**config.mk**
```make
export PLATFORM = sky130hd
export DESIGN_NAME = dm_arbiter
export DESIGN_NICKNAME = d
export VERILOG_FILES = /design/src/rtl/mp_pkg.sv /design/src/rtl/rr_picker.sv /design/src/rtl/dm_arbiter.sv
export SDC_FILE = /design/constraint.sdc
export NUM_CORES = 1
export LEC_CHECK = 0
export BUFFER_PORTS_ARGS = -buffer_cell sky130_fd_sc_hd__clkbuf_2
export CORE_ASPECT_RATIO = 1.25
export CORE_MARGIN = 5
export CORE_UTILIZATION = 30
export DETAILED_ROUTE_END_ITERATION = 8
export GPL_TIMING_DRIVEN = 1
export PLACE_DENSITY = 0.6
export SYNTH_ARGS = -nofsm -noshare
export SYNTH_HDL_FRONTEND = slang
export SYNTH_SLANG_ARGS = --single-unit
```
**constraint.sdc**
```tcl
create_clock -name clk -period 2.1 [get_ports clk]
set_input_delay 0.105 -clock clk [delete_from_list [all_inputs] [get_ports clk]]
set_output_delay 0.105 -clock clk [all_outputs]
set_load 0.05 [all_outputs]
```
**src/rtl/mp_pkg.sv**
```systemverilog
// Shared definitions for the multi-core processor: data-memory arbiter state
// encoding and the default core count / word width used across the datapath.
package mp_pkg;

  localparam int MP_NUM_CORES = 4;
  localparam int MP_WORD_W    = 16;

  typedef enum logic [1:0] {
    IDLE   = 2'd0,
    ACCESS = 2'd1,
    WAIT   = 2'd2,
    DONE   = 2'd3
  } dm_arb_state_t;

  // Index increment with wrap, used to advance the round-robin pointer.
  function automatic int wrap_inc(input int idx, input int n);
    return (idx + 1 >= n) ? 0 : idx + 1;
  endfunction

endpackage

```
**src/rtl/rr_picker.sv**
```systemverilog
// Combinational round-robin pick: first set request at or above ptr, wrapping
// from the top index back to 0.
module rr_picker
  import mp_pkg::*;
#(
  parameter int NUM_CORES = MP_NUM_CORES,
  parameter int IDX_W     = 2
) (
  input  logic [NUM_CORES-1:0] req,
  input  logic [IDX_W-1:0]     ptr,
  output logic [IDX_W-1:0]     idx,
  output logic                 valid
);

  logic [IDX_W-1:0] pos;

  // Scan from farthest to nearest so the candidate closest to ptr is kept last.
  always_comb begin
    idx   = '0;
    valid = 1'b0;
    pos   = '0;
    for (int k = NUM_CORES - 1; k >= 0; k--) begin
      pos   = IDX_W'((int'(ptr) + k) % NUM_CORES);
      idx   = req[pos] ? pos : idx;
      valid = valid | req[pos];
    end
  end

endmodule

```
**src/rtl/dm_arbiter.sv**
```systemverilog
// Round-robin arbiter sharing the single-port data memory between cores.
// One transaction at a time: IDLE -> ACCESS -> WAIT (MEM_LAT cycles) -> DONE.
module dm_arbiter
  import mp_pkg::*;
#(
  parameter int NUM_CORES = MP_NUM_CORES,
  parameter int ADDR_W    = 16,
  parameter int DATA_W    = MP_WORD_W,
  parameter int MEM_LAT   = 1
) (
  input  logic                        clk,
  input  logic                        rstn,
  input  logic [NUM_CORES-1:0]        core_req,
  input  logic [NUM_CORES-1:0]        core_we,
  input  logic [NUM_CORES*ADDR_W-1:0] core_addr,
  input  logic [NUM_CORES*DATA_W-1:0] core_wdata,
  output logic [NUM_CORES-1:0]        core_gnt,
  output logic [NUM_CORES-1:0]        core_done,
  output logic [DATA_W-1:0]           core_rdata,
  output logic                        busy,
  output logic                        mem_en,
  output logic                        mem_we,
  output logic [ADDR_W-1:0]           mem_addr,
  output logic [DATA_W-1:0]           mem_wdata,
  input  logic [DATA_W-1:0]           mem_rdata
);

  localparam int IDX_W = (NUM_CORES > 1) ? $clog2(NUM_CORES) : 1;
  localparam int CNT_W = $clog2(MEM_LAT + 1);

  dm_arb_state_t     state;
  logic [IDX_W-1:0]  rr_ptr;
  logic [IDX_W-1:0]  cur;
  logic [IDX_W-1:0]  pick_idx;
  logic              pick_valid;
  logic [CNT_W-1:0]  wait_cnt;
  logic [ADDR_W-1:0] addr_arr  [NUM_CORES];
  logic [DATA_W-1:0] wdata_arr [NUM_CORES];

  for (genvar g = 0; g < NUM_CORES; g++) begin : g_unpack
    assign addr_arr[g]  = core_addr[g*ADDR_W +: ADDR_W];
    assign wdata_arr[g] = core_wdata[g*DATA_W +: DATA_W];
  end

  rr_picker #(
    .NUM_CORES (NUM_CORES),
    .IDX_W     (IDX_W)
  ) u_picker (
    .req   (core_req),
    .ptr   (rr_ptr),
    .idx   (pick_idx),
    .valid (pick_valid)
  );

  function automatic logic [NUM_CORES-1:0] onehot(input logic [IDX_W-1:0] i);
    return {{(NUM_CORES-1){1'b0}}, 1'b1} << i;
  endfunction

  // Transaction FSM; every output is a register so nothing from core_* reaches
  // an output combinationally.
  always_ff @(posedge clk or negedge rstn) begin
    if (!rstn) begin
      state      <= IDLE;
      rr_ptr     <= '0;
      cur        <= '0;
      wait_cnt   <= '0;
      core_gnt   <= '0;
      core_done  <= '0;
      core_rdata <= '0;
      busy       <= 1'b0;
      mem_en     <= 1'b0;
      mem_we     <= 1'b0;
      mem_addr   <= '0;
      mem_wdata  <= '0;
    end else begin
      case (state)
        IDLE: begin
          if (pick_valid) begin
            cur       <= pick_idx;
            mem_we    <= core_we[pick_idx];
            mem_addr  <= addr_arr[pick_idx];
            mem_wdata <= wdata_arr[pick_idx];
            core_gnt  <= onehot(pick_idx);
            mem_en    <= 1'b1;
            busy      <= 1'b1;
            state     <= ACCESS;
          end else begin
            state     <= IDLE;
          end
        end
        ACCESS: begin
          core_gnt <= '0;
          mem_en   <= 1'b0;
          wait_cnt <= CNT_W'(MEM_LAT);
          state    <= WAIT;
        end
        WAIT: begin
          wait_cnt <= wait_cnt - CNT_W'(1);
          // Last wait cycle: read data is valid on the memory port now.
          if (wait_cnt == CNT_W'(1)) begin
            if (!mem_we) begin
              core_rdata <= mem_rdata;
            end else begin
              core_rdata <= core_rdata;
            end
            core_done <= onehot(cur);
            state     <= DONE;
          end else begin
            state     <= WAIT;
          end
        end
        DONE: begin
          core_done <= '0;
          rr_ptr    <= IDX_W'(wrap_inc(int'(cur), NUM_CORES));
          busy      <= 1'b0;
          state     <= IDLE;
        end
        default: begin
          core_gnt  <= '0;
          core_done <= '0;
          mem_en    <= 1'b0;
          busy      <= 1'b0;
          state     <= IDLE;
        end
      endcase
    end
  end

endmodule
```
After elaboration in Yosys (flattened, before gate mapping). Cells that the tools add are included. W data, S select, Z words.

Mux-type cells: 32. Reductions and logical operators: 10. Order comparisons: 7. Bitwise gates (word level): 5. Multipliers: 0. Add/subtract/negate cells: 5. Equality and inequality tests: 5. Shift operators: 2. Div/mod/pow operators: 0.

Operators by type and width (number): $bmux W16 S2 (2); $mux W16 (4); $pmux W4 S2 (2); $lt A2 B3 Y1 const B (5); $bmux W1 S2 (5); $mux W2 (5); $mux W1 (8); $mux W4 (2); $pmux W2 S4 (1); $reduce_and A2 Y1 (4); $reduce_bool A2 Y1 (4); $shl A1 B2 Y4 const A (2); $ge A3 B3 Y1 const B (2); $pmux W1 S2 (3); $add A2 B2 Y2 const B (2); $eq A2 B2 Y1 const B (2); $ne A2 B2 Y1 const B (2); $add A2 B1 Y3 const B (1); $not A2 Y3 (1); $or A1 B1 Y1 (3); $reduce_and A3 Y1 (1); $add A2 B1 Y2 const B (1); $eq A2 B1 Y1 const B (1); $logic_not A2 Y1 (1); other kinds (2) (2).

Input bits: 154. Output and inout bits: 59. Memory bits (read-only): 0. Word-level logic and storage cells: 78. Memory bits (writable): 0. Memories kept: 0. Bits in latches: 0. Register bits: 66.

Longest topological paths before layout.
Depth in word-level cells: 11. Mapped depth: 7. Depth with buffers taken out: 6.

Modules after synthesis. From an unflattened synthesis, not the netlist that was laid out.

Cells, all modules: 310. Area, all modules: 3560.9 µm².

Modules (own cells, without submodules): dm_arbiter (seq. area each 1651.6 µm², cells an instance 297, area each 3483.3 µm², times used 1); rr_picker (seq. area each 0.0 µm², cells an instance 13, area each 77.6 µm², times used 1).

Worst setup path after synthesis. OpenSTA, ideal clock, no wires.

Kind: flip-flop to flip-flop. Start point: register state[0]. End point: register core_rdata[10]. Library setup time: 0.125 ns. Cell stages (with the launch flop): 8. Clock period less this slack: 1.814 ns. Setup slack: 0.286 ns. Data required time: 1.975 ns. Data arrival time: 1.689 ns. Path buffers: 2. Cells stage by stage: dfrtp_1 > inv_1 > ha_1 > and2_0 > nand2b_1 > buf_2 > buf_2 > mux2_2.

Word-level cells in the longest chain between the ends: 2.

RTL lines: start, declared (RTL line dm_arbiter.sv:31) `dm_arb_state_t state;`; start signal, assigned (RTL line dm_arbiter.sv:63) `state <= IDLE;`; start signal, assigned (RTL line dm_arbiter.sv:86) `state <= ACCESS;`; start signal, assigned (RTL line dm_arbiter.sv:88) `state <= IDLE;`; $eq A2 B2 Y1 (RTL line dm_arbiter.sv:76) `case (state)`; $reduce_and A3 Y1 (no source line); end signal, assigned (RTL line dm_arbiter.sv:102) `core_rdata <= mem_rdata;`; end signal, assigned (RTL line dm_arbiter.sv:104) `core_rdata <= core_rdata;`; end, declared (RTL line dm_arbiter.sv:19) `output logic [DATA_W-1:0] core_rdata,`.

Every way passes these cells. A chain may end at the register's enable or synchronous reset.

Worst setup path in the final report.
Start point: register rr_ptr[1]. End point: register mem_addr[2].

Word-level cells in the longest chain between the ends: 11. Elaborated cells on any way between the ends: 23. Classes of those cells: 3 x add/sub; 15 x mux; 4 x bitwise; 1 x reduce/logical.

RTL lines: start, declared (RTL line dm_arbiter.sv:32) `logic [IDX_W-1:0] rr_ptr;`; start signal, assigned (RTL line dm_arbiter.sv:114) `rr_ptr <= IDX_W'(wrap_inc(int'(cur), NUM_CORES));`; $add A2 B2 Y2 (RTL line rr_picker.sv:23) `pos = IDX_W'((int'(ptr) + k) % NUM_CORES);`; $bmux W1 S2 (RTL line rr_picker.sv:24, rr_picker.sv:25); $mux W1 (implied by the code) (RTL line rr_picker.sv:24, rr_picker.sv:25); $mux W2 (4 in series) (RTL line rr_picker.sv:24) `idx = req[pos] ? pos : idx;`; $not A2 Y3 (implied by the code) (RTL line dm_arbiter.sv:81) `mem_addr <= addr_arr[pick_idx];`; $bmux W16 S2 (RTL line dm_arbiter.sv:81); $mux W16 (implied by the code) (2 in series) (RTL line dm_arbiter.sv:81); end signal, assigned (RTL line dm_arbiter.sv:81); end, declared (RTL line dm_arbiter.sv:23) `output logic [ADDR_W-1:0] mem_addr,`.

Parallel ways exist; a longest one is shown, timed or not. The select of a mux whose other input is x is not followed.

==> summary.md <==
| Metric | Value |
|---|---|
| Sequential element share of the synthesized area | `0.443` |
| Layout cells sized above 1 | `0.538` |
| Row cnt | `45` |
| Slew Limit Headroom | `0.448` |
| Status | `completed` |
| Prevailing post-synth register cell | `dfrtp_1` |
| Worst Setup End Kind | `flip-flop` |
| First-pass GRT wire length | `18.3 mm` |
| Layout Area Growth over Synthesis | `43.1%` |
| Yosys reg bits | `66` |
| Part of the cycle the worst path needs | `0.878` |
| Clk_skew | `0.00679 ns` |
| Die ar. | `14800 um2` |
| Crit path depth | `6` |
| Hpwl dp | `9.35 mm` |
| Root Driver | `clkbuf_16` |
| RR Endpoint | `mem_addr[2]` |
| DR vias | `3469` |
| Cell leakage power | `2.70 nW` |
| WS Path Type | `flip-flop to flip-flop` |
| Mapped Area | `3730 um2` |
| Initial drt markers | `108` |
| Pin count of the biggest net entering global routing | `35` |
| F_max | `543 MHz` |
| Final Non-Filler Cells | `714` |
| DRT antenna net count | `0` |
| Max_cap viols | `0` |
| Reg-to-Reg Start | `rr_ptr[1]` |
| Die Wd | `110 um` |
| Initial core utilization | `0.306` |
| Critical Path Start | `rr_ptr[1]` |
| Commonest non-fill, non-tap cell in the layout | `clkbuf_2` |
| Fin. max-slew vios | `0` |
| Antenna Cells | `0` |
| Synthesized area per cell | `11.4 um2` |
| FFs w/ async S/R, synth | `1.00` |
| Die height | `135 um` |
| Max Fanout on Critical Path | `28` |
| Reg clk slew, reported paths | `0.06 ns` |
| Core box area | `12200 um2` |
| Netlist cell types | `35` |
| Post-synth top area cell | `dfrtp_1` |
| Total I/O pin count | `213` |
| WL per Instance | `16.7 um` |
| RSZ-0062 raised after global routing | `false` |
| CTS tree | `yes` |
| Number of flops mapped to enable cells by yosys | `0` |
| Clock sink count | `66` |
| Critical path endpoint | `mem_addr[2]` |
| Syn Nets | `492` |
| Inserted Clock Buffers | `9` |
| Data required time of the worst path | `2.30 ns` |
| R2r setup slk | `0.26 ns` |
| DR pass1 iterations | `4` |
| Slowest cell on crit path | `dfrtp_1` |
| Largest buffer count on any clock path | `2` |
| Placed cells | `692` |
| Final Net Count | `709` |
| Hold Vio Cnt, Final | `0` |
| Power per cell area | `1810 nW/um2` |
| Crit start category | `flip-flop` |
| Final setup fails | `0` |
| Hold/Removal Path Class | `primary input to flip-flop` |
| Most frequent cells in the layout | `211 x clkbuf_2, 66 x dfrtp_1, 40 x nor2_1` |
| Synth Instances | `328` |
| Worst Reg2Reg Path Length in Cells | `6` |
| Routability cong. | `0.730` |
| Min Clock Period, post-route | `1.84 ns` |
| Via count of the first global-routing pass | `3684` |
| Total length of routed wires | `11.9 mm` |
| Number of port buffers | `212` |
| Least-Margin Pin Slew | `0.828 ns` |
| Number of fill cells | `1205` |
| Ranking of synthesized cells by area | `dfrtp_1 44%, a221oi_2 12%, mux2i_1 9.4%` |
| Worst path cell trace | `inv_1 > nor2_1 > o31a_2 > buf_12 > a221oi_1 > o22ai_1` |
| Synth top area share | `0.443` |
| Post-route setup TNS | `0 ns` |
| Synth warn | `0` |
| CP arrival | `2.04 ns` |
| Drt drc | `0` |
| GRT Total Usage | `0.159` |
| Critical path's top delay family | `compound AO/OA/AOI/OAI gates` |
| H-Tree Level Count | `3` |
| Grt ovf | `0` |
| Worst path max stage delay | `0.44 ns` |
| WP buf/inv | `2` |
| Initial antenna violation count | `0` |
| Clk_lat worst skew | `0.33 ns` |
| DR vias/cell | `4.86` |
| Worst vdd ir | `1.03 mV` |
==> kinds of logic after synthesis <==
group | after synthesis | share of synthesized area
simple gates | 66 | 0.0759
mux | 52 | 0.145
buf+inv | 35 | 0.0614
fa+ha+maj | 10 | 0.0336
compound gates | 99 | 0.240
flops | 66 | 0.443
==> layout make-up <==
cell class / count / area (um2) / area share
Clock buffer: 10 / 239 / 0.0448
Inverter: 9 / 33.8 / 0.00633
Clock inverter: 6 / 90.1 / 0.0169
Tap cell: 164 / 205 / 0.0385
Sequential cell: 66 / 1650 / 0.310
Timing Repair Buffer: 232 / 1260 / 0.237
Multi-Input combinational cell: 227 / 1850 / 0.347
==> what timing repair did <==
item | 4_1_cts | 5_1_grt
setup buffers | 0 | 0
hold endpoints to repair | 38 | 0
hold buffers | 6 | 0
resized for setup | 0 | 0
==> metal layers <==
metal  wire length, um  up-vias  GRT usage  share of wire
li1                  -     1672          -              -
met1              4430     1660      0.164           0.37
met2              6480      124      0.304           0.54
met3               843       13     0.0450          0.071
met4               178        0     0.0471          0.015
met5                 0        -          0              0
==> Yosys cell counts (all sizes together) (2+ instances only) <==
library cell and n:
a21oi 12, a221oi 33, a22o 2, buf 23, clkbuf 3, dfrtp 66, ha 10, inv 9
mux2 17, mux2i 35, nand2 13, nand2b 3, nor2 41, nor2b 5, o21ai 11, o22ai 33
==> how the worst min path moves through the flow <==
stage                  start        endpoint  slack, ns  cells after the start
2_1_floorplan           rstn            busy      -0.19                      0
4_1_cts         mem_rdata[0]   core_rdata[0]     0.0005                      2
6_report        mem_rdata[8]   core_rdata[8]       0.01                      2
5_1_grt        mem_rdata[11]  core_rdata[11]      0.009                      2
3_3_place_gp            rstn   core_rdata[0]       0.24                      1
3_5_place_dp            rstn   core_rdata[0]       0.25                      1
==> registers in the layout, summed over array words and instances (netlist names) <==
name / flops
rr_ptr: 2
mem_en: 1
wait_cnt: 1
state: 2
core_done: 4
core_gnt: 4
mem_we: 1
cur: 2
busy: 1
mem_wdata: 16
mem_addr: 16
core_rdata: 16
==> through the flow <==
step	worst slack [ns]	hold WS, ns	util	cell area, um2	total power [mW]
floorplan	0.286	-0.191	-	3730	6.67
global placement	0.309	0.237	0.407	4940	7.95
detailed placement	0.260	0.252	0.407	4940	8.06
CTS	0.238	0.000453	0.439	5330	9.74
global route	0.125	0.00851	0.439	5330	10.2
finish	0.257	0.0131	0.439	5330	9.63
==> power breakdown <==
part	switching (mW)	internal (mW)	total [mW]
combinational	3.86	1.78	5.64
clock	0.564	1.07	1.64
sequential	0.420	1.93	2.35
total	4.85	4.78	9.63
No activity file was read; power rests on OpenSTA's default activity.
